## src/rtl/vc_id_decoder.sv

```systemverilog
// rtl/vc_id_decoder.sv - two-entry FIFO of one-hot decoded ids with valid/ready on both sides
// Ids at or above lenght_out are stored as all-zero vectors and flagged on id_error.
module vc_id_decoder #(
  parameter int lenght_in  = 6,
  parameter int lenght_out = 64
) (
  input  logic                  clk,
  input  logic                  rst,
  input  logic [lenght_in-1:0]  id_in,
  input  logic                  id_valid,
  output logic                  id_ready,
  output logic [lenght_out-1:0] vector_out,
  output logic                  vector_valid,
  input  logic                  vector_ready,
  output logic                  id_error,
  output logic [1:0]            occupancy
);

  typedef enum logic [1:0] {
    S_EMPTY = 2'd0,
    S_ONE   = 2'd1,
    S_FULL  = 2'd2
  } state_t;

  state_t                r_state;
  logic [lenght_out-1:0] r_head;
  logic [lenght_out-1:0] r_tail;
  logic                  r_id_ready;
  logic                  r_vector_valid;
  logic                  r_id_error;
  logic [1:0]            r_occupancy;

  logic [lenght_out-1:0] w_decoded;
  logic [31:0]           w_id_wide;
  logic                  w_out_of_range;
  logic                  w_accept;
  logic                  w_pop;

  assign w_id_wide      = 32'(id_in);
  assign w_out_of_range = (w_id_wide >= 32'(lenght_out));
  assign w_accept       = id_valid & r_id_ready;
  assign w_pop          = r_vector_valid & vector_ready;

  always_comb begin
    w_decoded = '0;
    for (int k = 0; k < lenght_out; k++) begin
      w_decoded[k] = (w_id_wide == 32'(k));
    end
  end

  // Head is cleared whenever the FIFO drains so vector_out reads zero while invalid.
  always_ff @(posedge clk) begin
    if (rst) begin
      r_state        <= S_EMPTY;
      r_head         <= '0;
      r_tail         <= '0;
      r_id_ready     <= 1'b1;
      r_vector_valid <= 1'b0;
      r_occupancy    <= 2'd0;
      r_id_error     <= 1'b0;
    end else begin
      r_id_error <= w_accept & w_out_of_range;
      case (r_state)
        S_EMPTY: begin
          if (w_accept) begin
            r_head         <= w_decoded;
            r_state        <= S_ONE;
            r_vector_valid <= 1'b1;
            r_occupancy    <= 2'd1;
          end
        end
        S_ONE: begin
          if (w_accept && !w_pop) begin
            r_tail      <= w_decoded;
            r_state     <= S_FULL;
            r_id_ready  <= 1'b0;
            r_occupancy <= 2'd2;
          end else if (w_pop && !w_accept) begin
            r_head         <= '0;
            r_state        <= S_EMPTY;
            r_vector_valid <= 1'b0;
            r_occupancy    <= 2'd0;
          end else if (w_accept) begin
            r_head <= w_decoded;
          end
        end
        S_FULL: begin
          if (w_pop) begin
            r_head      <= r_tail;
            r_tail      <= '0;
            r_state     <= S_ONE;
            r_id_ready  <= 1'b1;
            r_occupancy <= 2'd1;
          end
        end
        default: begin
          r_state        <= S_EMPTY;
          r_head         <= '0;
          r_tail         <= '0;
          r_id_ready     <= 1'b1;
          r_vector_valid <= 1'b0;
          r_occupancy    <= 2'd0;
        end
      endcase
    end
  end

  assign id_ready     = r_id_ready;
  assign vector_out   = r_head;
  assign vector_valid = r_vector_valid;
  assign id_error     = r_id_error;
  assign occupancy    = r_occupancy;

endmodule

```

## config.mk

```make
export PLATFORM = sky130hd
export DESIGN_NAME = vc_id_decoder
export DESIGN_NICKNAME = d
export VERILOG_FILES = /design/src/rtl/vc_id_decoder.sv
export SDC_FILE = /design/constraint.sdc
export NUM_CORES = 1
export LEC_CHECK = 0
export BUFFER_PORTS_ARGS = -buffer_cell sky130_fd_sc_hd__buf_2
export CORE_MARGIN = 10
export CORE_UTILIZATION = 57
export CTS_CLUSTER_DIAMETER = 30
export CTS_CLUSTER_SIZE = 25
export DETAILED_ROUTE_END_ITERATION = 7
export HOLD_SLACK_MARGIN = 0.05
export PLACE_DENSITY = 0.79
export SETUP_SLACK_MARGIN = 0.02
export SYNTH_ARGS = -nofsm -noshare
export SYNTH_HDL_FRONTEND = slang
export SYNTH_SLANG_ARGS = --single-unit
```

## constraint.sdc

```tcl
create_clock -name clk -period 1.9 [get_ports clk]
set_input_delay 0.285 -clock clk [delete_from_list [all_inputs] [get_ports clk]]
set_output_delay 0.285 -clock clk [all_outputs]
set_load 0.03 [all_outputs]
```

==> metrics.yaml, run 1 <==
status: "complete, no violations"
numCtsBuffers: 17
hold_class: "primary input to register"
critical_path_class: "register to register"
synth_seq_cells: 132
min_from: "vector_ready"
r2r-end: "r_tail[6]"
ys_types: 40
cp-startpoint: "vector_valid"
synth_area_leader_cell: "dfxtp_1"
r2r-start: "vector_valid"
root_buffer: "clkbuf_8"
synth_area_leaders: "dfxtp_1 (45%), a22oi_1 (12%), o21ai_0 (10%)"
hpwl_mm: 10.9
via_count: 6081
endpoint: "r_tail[6]"
syn-num-nets: 713
met1Wirelength_mm: 7.43
crit_required_ps: 2340
hold_path_depth: 4
row_count: 37
post_cts_buffers: 0
fin_worst_skew_ps: 5.97
clockPowerShare_pct: 48.3
grtUsageTotal_pct: 24.6
drtAntennaViolNets: 0
powerDensity_nw_per_um2: 992
gp_congestion: 0.854
p_switching_w: 0.00190
clk_path_buf_depth: 2
p_int_w: 0.00526
yosysWarningCount: 0
fp.dieW_um: 122
netlist_instances: 703
synthFlopType: "dfxtp_1"
comb_power_share_pct: 12.2
setup_violations: 0
max_cap_viol_count: 0
die_y_um: 122
num_antenna_cells: 0
finalSetupTns_ps: 0
drt-initial-drc-count: 773
critPathLaunchType: "register"
antenna_found_initial: 0
period_share_pct: 93.0
synth-seq-area-share_pct: 44.6
io_buffers: 77
routed_wl_mm: 18.8
route.met3.wl_mm: 1.47
grt_max_degree: 98
cts_htree_levels: 4
async_flop_share_pct: 0
drcViolationCount: 0
drive_gt1_share_pct: 21.3
hold_viol_final: 0
holdWs_ps: 121
syn_to_final_growth_pct: 21.8
grt_pass1_vias: 5936
seq_power_share_pct: 39.5
dieArea_sq_um: 14900
initial_core_util_pct: 58.0
crit_fanout: 97
drv_slew: 0
num-nets-final: 765
viasPerCell: 6.73
ff2ff_path_depth: 5
grt_pass1_wl_mm: 30.2
leakage_nw: 2.48
post_drt_wl_per_cell_um: 20.9
synth.top_cell.area_share_pct: 44.6
peakVddDrop_mv: 0.571
worstPathArrival_ps: 2200
reg2reg_slack_ps: 130
endpoint_kind: "register"
core-area_sq_um: 10200
rsz0062_at_grt: "false"
clock_latency_ps: 520
tightest_slew_ps: 595
clkTransAtPathRegs_ps: 60
pin_count: 79
highest_layer: "met4"
fmax_mhz: 566
syn_avg_cell_area_sq_um: 8.44
met2_length_mm: 9.38
p_sw_share_pct: 26.6
syn_area_sq_um: 5930
first_pass_iters: 6
synth_edf_count: 0
cts_tree: "yes"
gr-total-overflow: 0
clock_sinks: 132
max-slew-margin-rel_pct: 60.0
min_period_ps: 1770
[kinds of logic (layout without fill, tap and decap cells)]
logic type | count (synthesis) | after routing | share of synthesized area, %
other | 1 | 1 | 0.0632
and+or+nand+nor | 154 | 154 | 16.8
AOI/OAI and AO/OA | 330 | 330 | 32.2
xor gates and xnor gates | 1 | 1 | 0.148
buffers and inverters | 85 | 149 | 6.29
DFF | 132 | 132 | 44.6
[per-stage QoR]
stage          instances  cell area (sq um)  setup WS [ps]  utilization [%]  total power, W
2_1_floorplan        703               5930           54.3                -         0.00342
3_3_place_gp         871               6560            139             64.1         0.00368
3_5_place_dp         871               6560            110             64.1         0.00370
4_1_cts              902               7190           74.2             70.3         0.00712
5_1_grt              903               7220           40.4             70.6         0.00736
6_report             903               7220            132             70.6         0.00716
[worst min path at each step]
stage              endpoint  slack [ps]
2_1_floorplan    r_tail[47]         450
3_3_place_gp     r_tail[46]         460
3_5_place_dp     r_tail[38]         470
4_1_cts        vector_valid         110
5_1_grt        vector_valid         140
6_report       vector_valid         120
[flip-flops by register name (all words and copies together), names as in the netlist]
register	count
vector_valid	1
occupancy	2
id_ready	1
vector_out	64
r_tail	64
[power by group through the flow]
stage | combinational (W) | sequential, W | clock (W)
after detailed placement | 0.000810 | 0.00289 | 0
after CTS | 0.000815 | 0.00283 | 0.00348
after floorplan | 0.000508 | 0.00291 | 0
final | 0.000872 | 0.00283 | 0.00346
after global routing | 0.000924 | 0.00283 | 0.00361
after global placement | 0.000795 | 0.00289 | 0
[layer usage]
metal / vias up / track usage (%)
met3: 43 / 5.04
met4: 0 / 10.8
met1: 2954 / 29.8
met2: 323 / 41.2
met5: - / 0
li1: 2761 / -
[critical path: stages (launching register included)]
cell and delay, ps:
dfxtp_1 400, and2_2 280, nor2_4 50, buf_12 230, or4_1 530, a21oi_1 180
[cell usage after synthesis (6+ instances only)]
cell       instances
nand2b_1           6
or4_1             32
o21ai_1           12
dfxtp_1          132
a22oi_1           96
nand2_1           38
nand4bb_1          6
buf_2             15
a21oi_1           98
nor3_1            34
clkbuf_1          59
o21ai_0          118
[cell usage in the layout, fill, tap and decap left out, types with 2 or more instances in the layout]
cell type	n
nor4bb_1	4
clkinv_4	3
nand3_1	2
nor4b_1	4
or4b_4	4
dfxtp_1	132
o21ai_1	12
buf_12	8
nand4bb_1	6
buf_4	31
o21ai_0	118
clkbuf_16	17
nor3_1	34
clkinvlp_4	2
nor3b_1	4
a21oi_1	98
or4_1	32
nand2b_1	6
nor4_4	2
a22oi_1	96
nand2_1	37
buf_2	77
nand4b_1	5
o21bai_1	2
nor2_1	4
bufinv_16	4
clkbuf_8	4
[timing repair]
item	in CTS	in global routing
hold buffers	0	0
resized for setup	0	2
setup endpoints to repair	0	28
[area by class of cell]
class	count	area [sq um]
clock inverter	11	175
clock buffer	20	455
fill	782	3010
multi-input combinational	486	2960
timing repair buffer	118	815
tap	136	170
sequential	132	2640
Note: power is estimated with default switching activity, not from simulation.
==> inputs of run 2 (changes only) <==
- ABC_AREA: unset -> 1
- CORE_UTILIZATION: 57 -> 59
- PLACE_DENSITY: 0.79 -> 0.81
==> metrics.yaml, run 2 <==
p_switching_w: 0.00280
root_buffer: "clkbuf_16"
synth_area_leaders: "dfxtp_1 (39%), nand2_1 (29%), nand3_1 (9.5%)"
io_buffers: 77
clk_path_buf_depth: 2
endpoint_kind: "register"
register_area_sq_um: 2640
max-slew-margin-rel_pct: 64.4
utilization_pct: 71.8
clock_latency_ps: 420
finalSetupTns_ps: 0
first_pass_iters: 5
r2r-end: "vector_out[62]"
die_y_um: 126
fin_worst_skew_ps: 6.90
drv_slew: 0
seq_power_share_pct: 36.1
syn_to_final_growth_pct: 17.9
drcViolationCount: 0
mostFrequentLayoutCells: "nand2_1 (512), dfxtp_1 (132), nand3_1 (127), nor2_1 (80), buf_2 (77)"
viasPerCell: 5.32
reg2reg_slack_ps: 220
path_buf_inv: 2
setup_violations: 0
hold_viol_final: 0
peakVddDrop_mv: 0.782
syn_avg_cell_area_sq_um: 6.26
synthMuxAreaShare_pct: 0
post_cts_buffers: 0
final_common_cell: "nand2_1"
synth-xor-area-share_pct: 0
numCtsBuffers: 17
netlist_instances: 1069
worst-path-stages: 7
critPathLaunchType: "register"
multi_input_area_sq_um: 3660
top_usage_layer: "met2"
via_count: 6827
grt_max_degree: 65
drt-initial-drc-count: 611
dieArea_sq_um: 16000
clock_sinks: 132
fmax_mhz: 595
critPathTopFamily: "simple AND/OR/NAND/NOR gates"
yosysWarningCount: 0
worstPathArrival_ps: 2040
initial_core_util_pct: 60.9
synth_area_leader_cell: "dfxtp_1"
ff2ff_path_depth: 7
endpoint: "vector_out[62]"
leakage_nw: 4.01
cp-startpoint: "occupancy[0]"
crit_fanout: 26
pre_cts_ws_ps: 264
synth-adder-area-share_pct: 0
yosys-top-cells-count: "nand2_1 (513), dfxtp_1 (132), nand3_1 (127), nor2_1 (81), or2_2 (66)"
row_count: 38
min_period_ps: 1680
cts_tree: "yes"
p_int_w: 0.00612
cts_htree_levels: 4
drtAntennaViolNets: 0
use_met1_pct: 29.0
gr-usage-met2_pct: 37.3
slowest_delay_ps: 440
pin_count: 79
gp_congestion: 0.852
gr-total-overflow: 0
synth.top_cell.area_share_pct: 39.5
r2r-start: "occupancy[0]"
synth.most_common_cell: "nand2_1"
num_antenna_cells: 0
post_drt_wl_per_cell_um: 14.3
period_share_pct: 88.4
setup_ws_ps: 220
ys_types: 22
synth_edf_count: 0
grt_pass1_vias: 6266
synth_seq_cells: 132
max_cap_viol_count: 0
status: "complete, no violations"
syn-num-nets: 1079
fp.dieW_um: 126
cp_cell_sequence: "inv_2 > nor2_2 > nand3_2 > a21oi_4 > buf_4 > nand2_1 > nand2_1"
cts-resized-gates: 0
synth_top_family_by_area: "simple AND/OR/NAND/NOR gates"
final.fill_count: 945
clkTransAtPathRegs_ps: 60
total_power_w: 0.00892
syn_area_sq_um: 6690
grtUsageTotal_pct: 22.9
num-nets-final: 1140
comb_power_share_pct: 23.1
slowest_stage: "dfxtp_1"
async_flop_share_pct: 0
cts_hold_buf: 0
routed_wl_mm: 18.3
hpwl_mm: 11.3
hold_class: "primary input to register"
synth_compound_area_share_pct: 2.90
clockPowerShare_pct: 40.9
drive_gt1_share_pct: 19.5
met3_usage_pct: 5.79
critical_path_class: "register to register"
critical_path.most_common_cell: "nand2_1"
grt_pass1_wl_mm: 30.9
core-area_sq_um: 11000
p_sw_share_pct: 31.4
powerDensity_nw_per_um2: 1130
synthFlopType: "dfxtp_1"
rsz0062_at_grt: "false"
yosys.area_share.simple_pct: 51.4
tightest_slew_ps: 532
crit_required_ps: 2260
hold_path_depth: 2
synth-seq-area-share_pct: 39.5
antenna_found_initial: 0
[run 2: metal layers]
layer | up-vias | part of all wire (%)
li1 | 3443 | -
met1 | 3117 | 43
met2 | 243 | 48
met3 | 24 | 7.8
met4 | 0 | 1.3
met5 | - | 0
[run 2: cell type report]
class | count | share of cell area [%]
Multi-Input combinational cell | 850 | 46.4
Sequential cell | 132 | 33.5
Timing Repair Buffer | 113 | 8.79
Clock buffer | 19 | 5.74
Clock inverter | 13 | 2.60
Tap cell | 140 | 2.22
Inverter | 16 | 0.761
[run 2: through the flow]
step / cell area, sq um / hold WS [ps] / instances
4_1_cts: 7890 / 199 / 1283
3_3_place_gp: 7230 / 446 / 1251
6_report: 7890 / 209 / 1283
5_1_grt: 7890 / 225 / 1283
3_5_place_dp: 7230 / 448 / 1251
2_1_floorplan: 6690 / 445 / 1069
[run 2: worst min-delay path by stage]
stage                              start        endpoint  slack (ps)
after floorplan               r_tail[34]      r_tail[34]         440
after global placement    vector_out[11]  vector_out[11]         450
after detailed placement  vector_out[25]  vector_out[25]         450
after CTS                            rst    vector_valid         200
after global routing                 rst      r_tail[37]         230
final                                rst    vector_valid         210
[run 2: cells by family after synthesis]
kind of cell | after synthesis
simple gates | 811
flops | 132
compound gates | 38
other cells | 1
buf+inv | 87
[run 2: power by group through the flow]
stage	combinational, W	sequential [W]	clock, W
final	0.00206	0.00322	0.00364
after detailed placement	0.00205	0.00327	0
after CTS	0.00207	0.00321	0.00368
after floorplan	0.00119	0.00358	0
after global placement	0.00202	0.00326	0
after global routing	0.00230	0.00325	0.00377
[run 2: worst reg2reg max path, stage by stage, from the launching register on]
cell,delay [ps]
dfxtp_1,440
inv_2,80
nor2_2,170
nand3_2,230
a21oi_4,210
buf_4,320
nand2_1,100
nand2_1,80
